[src/rtl/lsu_mem_initiator.sv]
// RV32 load/store initiator towards a word-wide, byte-enabled data memory.
// Define LSU_MISALIGN_EN to split misaligned accesses into two word beats.
module lsu_mem_initiator #(
   parameter int ADDR_W = 13
) (
   input  logic              clk_i,
   input  logic              rst_ni,
   input  logic              req_valid_i,
   output logic              req_ready_o,
   input  logic              req_we_i,
   input  logic [2:0]        req_funct3_i,
   input  logic [ADDR_W-1:0] req_addr_i,
   input  logic [31:0]       req_wdata_i,
   output logic              rsp_valid_o,
   output logic [31:0]       rsp_rdata_o,
   output logic              rsp_err_o,
   output logic              mem_req_o,
   input  logic              mem_gnt_i,
   output logic              mem_we_o,
   output logic [ADDR_W-3:0] mem_addr_o,
   output logic [3:0]        mem_be_o,
   output logic [31:0]       mem_wdata_o,
   input  logic              mem_rvalid_i,
   input  logic [31:0]       mem_rdata_i
);
   localparam int WA_W = ADDR_W - 2;
   localparam logic [2:0] S_IDLE  = 3'd0;
   localparam logic [2:0] S_REQ0  = 3'd1;
   localparam logic [2:0] S_WAIT0 = 3'd2;
   localparam logic [2:0] S_RESP  = 3'd5;
`ifdef LSU_MISALIGN_EN
   localparam logic [2:0] S_REQ1  = 3'd3;
   localparam logic [2:0] S_WAIT1 = 3'd4;
   localparam int BUF_W = 64;
`else
   localparam int BUF_W = 32;
`endif
   localparam int BE_W = BUF_W / 8;

   logic [2:0]       r_state;
   logic [2:0]       w_state_next;
   logic             r_we;
   logic [2:0]       r_funct3;
   logic [1:0]       r_off;
   logic             r_err;
   logic [BUF_W-1:0] r_buf;
`ifdef LSU_MISALIGN_EN
   logic             r_split;
   logic [3:0]       r_be1;
   logic [31:0]      r_wdata1;
   logic             w_to_req1;
`endif

   logic             w_accept;
   logic             w_legal;
   logic             w_misalign;
   logic             w_err;
   logic [1:0]       w_off;
   logic [2:0]       w_size;
   logic [3:0]       w_mask;
   logic [BUF_W-1:0] w_wide;
   logic [BE_W-1:0]  w_be;
   logic [31:0]      w_lo;
   logic [31:0]      w_ext;

   assign req_ready_o = (r_state == S_IDLE);
   assign w_accept    = req_valid_i && req_ready_o;
   assign w_off       = req_addr_i[1:0];

   always_comb begin
      w_size = 3'd4;
      w_mask = 4'hF;
      case (req_funct3_i[1:0])
         2'd0: begin
            w_size = 3'd1;
            w_mask = 4'h1;
         end
         2'd1: begin
            w_size = 3'd2;
            w_mask = 4'h3;
         end
         default: ;
      endcase
   end

   // Loads allow 0,1,2,4,5; stores allow 0,1,2.
   assign w_legal = req_we_i ? (req_funct3_i <= 3'd2)
                             : ((req_funct3_i != 3'd3) && (req_funct3_i[2:1] != 2'b11));
   assign w_misalign = ({1'b0, w_off} + w_size) > 3'd4;
`ifdef LSU_MISALIGN_EN
   assign w_err = !w_legal;
`else
   assign w_err = !w_legal || w_misalign;
`endif

   // Upper half of the shifted data/lane mask belongs to the second beat.
   assign w_wide = BUF_W'(req_wdata_i) << {w_off, 3'b000};
   assign w_be   = BE_W'(w_mask) << w_off;

   always_comb begin
      w_state_next = r_state;
      case (r_state)
         S_IDLE: begin
            if (w_accept) w_state_next = w_err ? S_RESP : S_REQ0;
         end
         S_REQ0: begin
            if (mem_gnt_i) begin
               if (!r_we) w_state_next = S_WAIT0;
`ifdef LSU_MISALIGN_EN
               else if (r_split) w_state_next = S_REQ1;
`endif
               else w_state_next = S_RESP;
            end
         end
         S_WAIT0: begin
`ifdef LSU_MISALIGN_EN
            if (mem_rvalid_i) w_state_next = r_split ? S_REQ1 : S_RESP;
`else
            if (mem_rvalid_i) w_state_next = S_RESP;
`endif
         end
`ifdef LSU_MISALIGN_EN
         S_REQ1: begin
            if (mem_gnt_i) w_state_next = r_we ? S_RESP : S_WAIT1;
         end
         S_WAIT1: begin
            if (mem_rvalid_i) w_state_next = S_RESP;
         end
`endif
         S_RESP:  w_state_next = S_IDLE;
         default: w_state_next = S_IDLE;
      endcase
   end

`ifdef LSU_MISALIGN_EN
   assign w_to_req1 = (w_state_next == S_REQ1) && (r_state != S_REQ1);
`endif

   always_ff @(posedge clk_i or negedge rst_ni) begin
      if (!rst_ni) begin
         r_state     <= S_IDLE;
         r_we        <= 1'b0;
         r_funct3    <= 3'd0;
         r_off       <= 2'd0;
         r_err       <= 1'b0;
         r_buf       <= '0;
         mem_we_o    <= 1'b0;
         mem_addr_o  <= '0;
         mem_be_o    <= 4'h0;
         mem_wdata_o <= 32'h0;
`ifdef LSU_MISALIGN_EN
         r_split     <= 1'b0;
         r_be1       <= 4'h0;
         r_wdata1    <= 32'h0;
`endif
      end else begin
         r_state <= w_state_next;
         if (w_accept) begin
            r_we        <= req_we_i;
            r_funct3    <= req_funct3_i;
            r_off       <= w_off;
            r_err       <= w_err;
            r_buf       <= '0;
            mem_we_o    <= req_we_i;
            mem_addr_o  <= req_addr_i[ADDR_W-1:2];
            mem_be_o    <= w_be[3:0];
            mem_wdata_o <= w_wide[31:0];
`ifdef LSU_MISALIGN_EN
            r_split     <= w_misalign;
            r_be1       <= w_be[7:4];
            r_wdata1    <= w_wide[63:32];
`endif
         end
         if ((r_state == S_WAIT0) && mem_rvalid_i) r_buf[31:0] <= mem_rdata_i;
`ifdef LSU_MISALIGN_EN
         // Word address wraps naturally at the top of memory.
         if (w_to_req1) begin
            mem_addr_o  <= mem_addr_o + WA_W'(1);
            mem_be_o    <= r_be1;
            mem_wdata_o <= r_wdata1;
         end
         if ((r_state == S_WAIT1) && mem_rvalid_i) r_buf[63:32] <= mem_rdata_i;
`endif
      end
   end

   assign mem_req_o = (r_state == S_REQ0)
`ifdef LSU_MISALIGN_EN
                   || (r_state == S_REQ1)
`endif
                   ;

   assign w_lo = 32'(r_buf >> {r_off, 3'b000});

   always_comb begin
      w_ext = w_lo;
      case (r_funct3)
         3'd0:    w_ext = {{24{w_lo[7]}}, w_lo[7:0]};
         3'd1:    w_ext = {{16{w_lo[15]}}, w_lo[15:0]};
         3'd4:    w_ext = {24'h0, w_lo[7:0]};
         3'd5:    w_ext = {16'h0, w_lo[15:0]};
         default: w_ext = w_lo;
      endcase
   end

   assign rsp_valid_o = (r_state == S_RESP);
   assign rsp_err_o   = rsp_valid_o && r_err;
   assign rsp_rdata_o = (rsp_valid_o && !r_we && !r_err) ? w_ext : 32'h0;

endmodule

[config.mk]
export PLATFORM = sky130hd
export DESIGN_NAME = lsu_mem_initiator
export DESIGN_NICKNAME = d
export VERILOG_FILES = /design/src/rtl/lsu_mem_initiator.sv
export SDC_FILE = /design/constraint.sdc
export NUM_CORES = 1
export LEC_CHECK = 0
export ABC_AREA = 1
export ABC_CLOCK_PERIOD_IN_PS = 1500
export BUFFER_PORTS_ARGS = -buffer_cell sky130_fd_sc_hd__buf_2
export CAP_MARGIN = 20
export CORE_MARGIN = 3
export CORE_UTILIZATION = 30
export CTS_CLUSTER_SIZE = 28
export DETAILED_ROUTE_END_ITERATION = 10
export PLACE_DENSITY_LB_ADDON = 0.05
export SYNTH_ARGS = -nofsm -noshare
export SYNTH_HDL_FRONTEND = slang
export SYNTH_SLANG_ARGS = --single-unit
[constraint.sdc]
create_clock -name clk_i -period 1.5 [get_ports clk_i]
set_input_delay 0.3 -clock clk_i [delete_from_list [all_inputs] [get_ports clk_i]]
set_output_delay 0.3 -clock clk_i [all_outputs]
set_load 0.02 [all_outputs]
==> out/results.md, run 1 <==
- 4.71 — detail-routed via count per cell
- 0 — number of pins with negative max-slew slack in the final report
- 0.00395 µW — Leak
- 0.340 ns — Worst-Margin Slew
- rsp_rdata_o[22] — critical path endpoint
- 89 — Num Clock Sinks
- 54.0% — Combinational Power Share
- yes — setup repair after global routing missed its margin
- 16,000 µm² — core region area
- 33 — largest net degree at the start of global routing
- 0 — max_cap viols
- -0.532 ns — minimum setup slack in the final design
- 2.03 ns — clock period minus worst slack
- 19.4% — overall track demand over capacity in global routing
- 5,113 — via count of the first global-routing pass
- 1.20 ns — Critical Path RT
- 0 — number of antenna violations at the first check in global routing
- 89 — flops & latches, synth
- met2 — Most Used Layer, Global Route
- 15.7 µm — WL per Instance
- 4950 µm² — synthesized cell area
- 250 x nand2_1, 89 x dfrtp_1, 85 x o21ai_0, 69 x inv_1, 60 x nand3_1 — Commonest cells post-synth
- 100% — async set or reset register ratio after synthesis
- 47.5% — post-route core utilization
- nand2_1 — most frequent cell after synthesis
- simple AND/OR/NAND/NOR gates — main combinational cell family by area after synthesis
- 134 µm — x dimension of the die
- 0 — EDFF count, synth
- 13.0 mm — dpl hpwl
- 45.0% — Yosys top cell area share
- 1.73 ns — Critical Path AT
- 5,324 — overall via count from detail_route
- 250 — 1st-iter DRT viols
- 16.4% — clock network power share
- clkbuf_16 — root buffer cell
- flop — crit path launch type
- r_buf[10] — terminus of the critical flop-to-flop path
- 0 — antenna cell count
- 134 µm — Die H
- 8 — maximum fanout encountered on the critical timing path
- 999 — count of nets after finishing
- 689 — post-synthesis cell count
- 44.2% — share of total power consumed by net switching
- 0% — xor and xnor area share after synthesis
- r_off[0] — Critical Path Start
- 5 — number of search-and-repair iterations in the first detailed-routing pass
- 1000 µV — Peak VDD IR
- 30.9% — Initial Utilization
- 39.8% — layout cell share with drive strength beyond 1
- 29.6% — fraction of power consumed by sequential logic
- 43 — final number of setup-violating endpoints
- 169 — Buffers on Ports
- 778 — Synth Net Count
- 18,100 µm² — full die area
- flop to output port — critical path class
- 0.160 ns — worst hold-check slack
- 0.35 ns — clk_lat worst skew
- 3 — worst hold path cell count
- 17.7 mm — total wire length after detailed routing
- 170 — number of top-level design ports
- 135% — post-route fraction of the period consumed by the critical path
- 0 — final antenna-violating net count
- finished with violations — result of the run
- 0 — Remaining Overflow, GRT
- 3 — CTS H-tree depth
- -15.80 ns — TNS Setup
- negative setup slack — violations in the final reports
- output port — type of element capturing the critical path
- 27.6% — area share of and/or/nand/nor cells after synthesis
- yes — CTS tree
- 45.0% — sequential share of the synthesized area
- dfrtp_1 — most frequently used flop master after synthesis
- 53.4% — area growth from synthesis to layout
- 7930 µW — internal power consumption
- 0.00947 ns — final setup skew
- 0 — Hold Vio Cnt, Final
- 7.19 µm² — mean instance size in the synthesized netlist
- dfrtp_1 45%, nand2_1 19%, o21ai_0 8.6% — cell types with the largest area share after synthesis
- r_state[2] — startpoint of the most critical register-to-register path
- 46 — FP Rows
- 77.1% — worst relative slew slack
- 9 — number of buffers created by CTS
- 14,200 µW — Power, Total
- 27.8 mm — wire length of the first global-routing pass
- 26.2% — met1 demand-to-capacity share in global routing
- 1870 nW/µm² — power per standard cell area
- 0.06 ns — clock edge transition at the registers on the reported setup and hold paths
- -0.03 ns — slack of the worst reg-to-reg path
- 6270 µW — Net Switching
- 16.3% — post-synthesis compound-gate area fraction
- 0% — share of cell area taken by muxes after synthesis
- dfrtp_1 — top cell type by total area after synthesis
- 0.863 — final weighted congestion in routability-driven placement
- 2 — Max clock buf depth
- 8 — cell depth of the worst flop-to-flop path
- 0 — number of design rule violations left after detail routing
- 0.910% — adder-cell share of the synthesized area
- 4.47% — met3 Use GR
- 26 — count of unique library cells instantiated by Yosys
- input pin to flop — type of the worst min-delay path
- 31.8% — met2 demand-to-capacity share in global routing
- 0 — Yosys warning total
- 492 MHz — Achievable Freq
-- worst max-delay path, cell delays in order, from the launching register on --
cell and delay, ns:
dfrtp_2 0.48, buf_4 0.16, nand2_1 0.07, nand3_2 0.12, nand3_4 0.11, nand3_4 0.17
nand2_2 0.11, inv_2 0.03, buf_4 0.14
-- per-stage QoR --
stage	setup WS, ns	cell area [µm²]	std cells
2_1_floorplan	-0.0961	5130	689
3_3_place_gp	-0.303	6640	1095
3_5_place_dp	-0.294	6640	1095
4_1_cts	-0.546	7380	1127
5_1_grt	-0.637	7600	1131
6_report	-0.532	7600	1131
-- worst min path at each step --
stage | startpoint | endpoint | slack (ns)
floorplan | rst_ni | mem_addr_o[0] | 0.004
global placement | rst_ni | r_buf[16] | 0.19
detailed placement | rst_ni | r_buf[16] | 0.19
CTS | req_addr_i[4] | mem_addr_o[2] | 0.14
global route | req_addr_i[3] | mem_addr_o[1] | 0.16
finish | req_addr_i[12] | mem_addr_o[10] | 0.16
-- sequential cells by signal, summed over array words and instances, names as in the netlist --
signal,flops
mem_wdata_o,32
mem_addr_o,11
r_we,1
r_funct3,3
r_state,3
r_off,2
r_err,1
mem_be_o,4
r_buf,32
-- cell families after synthesis --
kind of cell	count (synthesis)
buffers and inverters	118
adders and majority gates	3
DFF	89
and+or+nand+nor	329
AOI/OAI and AO/OA	150
-- cell type report --
cell class	instances	area, µm²
well taps	216	270
clock buffers	11	243
flip-flops and latches	89	2230
fillers	1684	8400
repair buffers	251	1870
multi-input cells	484	2640
clock inverters	5	62.6
inverters	75	289
-- power by group through the flow --
| stage | Combinational (µW) | Clock [µW] | Sequential (µW) |
|---|---|---|---|
| floorplan | 3280 | 0 | 4720 |
| global placement | 6430 | 0 | 4160 |
| detailed placement | 6500 | 0 | 4180 |
| CTS | 7320 | 2400 | 4180 |
| global route | 8360 | 2500 | 4320 |
| finish | 7670 | 2330 | 4200 |
-- cell usage in the layout (no fill, tap or decap), types with 9 or more instances in the layout --
cell type / netlist / routed
a21oi_1: 32 / 16
buf_12: 0 / 15
buf_2: 11 / 145
buf_4: 5 / 62
buf_6: 4 / 24
clkbuf_16: 0 / 10
dfrtp_1: 89 / 87
inv_1: 69 / 54
inv_2: 6 / 18
nand2_1: 250 / 228
nand2_2: 1 / 21
nand3_1: 60 / 48
nand3_2: 4 / 10
o211ai_1: 21 / 21
o21ai_0: 85 / 49
o21ai_1: 10 / 35
o21ai_2: 0 / 9
-- per-layer routing --
layer | wire length, µm | vias to the layer above
li1 | - | 2673
met1 | 8040 | 2489
met2 | 8430 | 153
met3 | 1110 | 9
met4 | 134 | 0
met5 | 0 | -
-- repair_timing --
| action | in CTS | in global routing |
|---|---|---|
| endpoints found under the setup margin | 63 | 124 |
| gates cloned | 4 | 1 |
| hold endpoints to repair | 11 | 0 |
| pin swaps | 11 | 13 |
| resized for setup | 99 | 58 |
| buffers inserted | 11 | 4 |
| hold buffers | 1 | 0 |
(Power assumes the default switching activity.)
==> inputs of run 2 (changes only) <==
--- a/config.mk
+++ b/config.mk
@@ -14,6 +14,7 @@
 export CTS_CLUSTER_SIZE = 28
 export DETAILED_ROUTE_END_ITERATION = 10
 export PLACE_DENSITY_LB_ADDON = 0.05
+export SETUP_SLACK_MARGIN = 0.02
 export SYNTH_ARGS = -nofsm -noshare
 export SYNTH_HDL_FRONTEND = slang
 export SYNTH_SLANG_ARGS = --single-unit
==> run 2 against run 1 <==
  * The flow still finishes with violations (negative setup slack)
  * Highest routed layer is now met5
  * Critical endpoint is now rsp_rdata_o[10]
  * Non-clock buffer count is 27 higher
  * Register-to-register slack worse by 0.21 ns
  * Total power is 17% higher
  * Via count is 4.8% higher
  * Sequential share of layout area is 4.1 points lower
  * Routed wire length is 11% higher
  * Maximum frequency is 1.5% higher
  * Sequential cell count stayed put
  * Largest power group unchanged
  * Worst hold slack better by 0.0018 ns
  * Global-route usage is 2.1 points higher
  * Clock skew is 0.0037 ns lower
==> out/results.md, run 2 (synthesized netlist as in run 1, its figures left out) <==
- 0 — antenna cell count, unchanged
- 4 — number of search-and-repair iterations in the first detailed-routing pass, -1
- -0.24 ns — slack of the worst reg-to-reg path, -0.21 ns
- 16,000 µm² — core region area, unchanged
- 18,100 µm² — full die area, unchanged
- 0.522 ns — Worst-Margin Slew, +0.182 ns
- 13.1 mm — dpl hpwl, +0.36%
- 0.34 ns — clk_lat worst skew, about the same
- r_state[2] — startpoint of the most critical register-to-register path
- 0.06 ns — clock edge transition at the registers on the reported setup and hold paths, about the same
- 2 — Max clock buf depth, unchanged
- 49 — largest net degree at the start of global routing, +48%
- output port — type of element capturing the critical path
- 0.879 — final weighted congestion in routability-driven placement, +1.8%
- 3 — CTS H-tree depth, unchanged
- 5,582 — overall via count from detail_route, +4.8%
- 4.80 — detail-routed via count per cell, +2.0%
- finished with violations — result of the run
- 134% — post-route fraction of the period consumed by the critical path, -1.9 points
- yes — setup repair after global routing missed its margin
- 16.9 µm — WL per Instance, +8.1%
- 9 — number of buffers created by CTS, unchanged
- r_off[0] — Critical Path Start
- 499 MHz — Achievable Freq, +1.5%
- mem_wdata_o x32, r_buf x32, mem_addr_o x11 — largest registers
- 134 µm — Die H, unchanged
- 1880 nW/µm² — power per standard cell area, +0.75%
- 170 — number of top-level design ports, unchanged
- 11 — cell depth of the worst flop-to-flop path, +3
- 1.20 ns — Critical Path RT, about the same
- 54.9% — layout cell share with drive strength beyond 1, +15 points
- 0 — max_cap viols, unchanged
- 1.70 ns — Critical Path AT, -0.03 ns
- -0.273 ns — post-placement setup slack, +0.0204 ns
- 272 — 1st-iter DRT viols, +8.8%
- 1,162 — number of standard cells in the final layout excluding fillers, +2.7%
- flop to output port — critical path class
- 0 — Hold Vio Cnt, Final, unchanged
- flip-flops — crit-path leading delay family
- 55.3% — post-route core utilization, +7.8 points
- 0.161 ns — worst hold-check slack, +0.00179 ns
- yes — CTS tree
- 157 x nand2_1, 132 x buf_2, 86 x dfrtp_1, 75 x nand2_2, 61 x buf_4 — most frequent cells in the layout
- 3 — worst hold path cell count, unchanged
- mem_wdata_o[23] — terminus of the critical flop-to-flop path
- 134 µm — x dimension of the die, unchanged
- 0 — number of design rule violations left after detail routing, unchanged
- -0.503 ns — minimum setup slack in the final design, +0.0291 ns
- flop — crit path launch type
- 30.9% — Initial Utilization, unchanged
- 3 — sum of buffers and inverters on the critical path, unchanged
- 169 — Buffers on Ports, unchanged
- 19.7 mm — total wire length after detailed routing, +11%
- 2.00 ns — clock period minus worst slack, -0.0291 ns
- 0 — Remaining Overflow, GRT, unchanged
- 773 µV — Peak VDD IR, -23%
- 5,526 — via count of the first global-routing pass, +8.1%
- nand2_1 — commonest non-fill, non-tap cell in the layout
- 21.5% — overall track demand over capacity in global routing, +2.1 points
- 0 — final antenna-violating net count, unchanged
- 30.5 mm — wire length of the first global-routing pass, +9.8%
- mem_addr_o[7] — sink of the worst hold path
- 1 — number of antenna violations at the first check in global routing, +1
- 89 — Num Clock Sinks, unchanged
- 0.00581 ns — final setup skew, -0.00366 ns
- 46 — FP Rows, unchanged
- 1,095 — placed cells, unchanged
- 1,543 — layout filler cell count, -8.4%
- 124 — final number of setup-violating endpoints, +190%
- req_addr_i[9] — worst min-delay path startpoint
- 0.48 ns — delay of the slowest cell on the worst path, about the same
- input pin to flop — type of the worst min-delay path
- 1,030 — count of nets after finishing, +3.1%
- 0.00440 µW — Leak, +11%
- 0 — number of pins with negative max-slew slack in the final report, unchanged
- 8 — maximum fanout encountered on the critical timing path, unchanged
- 78.6% — area growth from synthesis to layout
- 16,700 µW — Power, Total, +17%
- clkbuf_16 — root buffer cell
- 64.8% — worst relative slew slack, -12 points
- inv_4 -> nand2_2 -> nand3_2 -> nand3_4 -> buf_12 -> a21oi_2 -> buf_6 — ordered list of cells on the worst path
- negative setup slack — violations in the final reports
- dfrtp_2 — Worst path slowest cell
==> run 2: timing repair <==
action | CTS | global route
cloned | 21 | 5
gates resized for setup | 241 | 159
setup buffers | 23 | 17
endpoints found under the setup margin | 125 | 125
endpoints found under the hold margin | 11 | 0
hold buffers | 1 | 0
pin swaps | 40 | 41
==> run 2: worst max-delay path by stage <==
| stage | slack [ns] | cells past startpoint | to |
|---|---|---|---|
| 3_3_place_gp | -0.28 | 7 | rsp_rdata_o[20] |
| 2_1_floorplan | -0.1 | 8 | rsp_rdata_o[21] |
| 6_report | -0.50 | 7 | rsp_rdata_o[10] |
| 5_1_grt | -0.58 | 7 | rsp_rdata_o[8] |
| 3_5_place_dp | -0.27 | 7 | rsp_rdata_o[20] |
| 4_1_cts | -0.49 | 8 | rsp_rdata_o[16] |
==> run 2: power breakdown <==
part | internal, µW | total, µW | switching, µW
combinational | 4520 | 9980 | 5460
clock | 1310 | 2320 | 1010
sequential | 3450 | 4360 | 915
total | 9280 | 16700 | 7380
==> run 2: final cells by class <==
| class | count | area, µm² | area share, % |
|---|---|---|---|
| clock buffers | 9 | 225 | 2.55 |
| clock inverters | 7 | 76.3 | 0.863 |
| inverters | 75 | 310 | 3.51 |
| multi-input cells | 486 | 3180 | 36.0 |
| flip-flops and latches | 89 | 2230 | 25.2 |
| well taps | 216 | 270 | 3.06 |
| repair buffers | 278 | 2510 | 28.4 |
| repair inverters | 2 | 36.3 | 0.410 |
==> run 2: per-layer routing <==
metal,vias to the layer above,global-route usage (%),part of all wire (%)
met5,-,0,0.066
met4,2,5.15,0.90
met3,15,4.84,5.5
met2,151,36.3,50
met1,2667,28.2,44
li1,2747,-,-
==> run 2: through the flow <==
stage	setup TNS (ns)	area [µm²]
2_1_floorplan	-1.07	5160
3_3_place_gp	-9.25	6660
3_5_place_dp	-13.48	6660
4_1_cts	-47.37	8360
5_1_grt	-38.12	8840
6_report	-28.32	8840
==> run 2: worst min-delay path, cell delays in order <==
cell and delay (ns):
buf_2 0.08, nand2_2 0.04, nand2_1 0.04
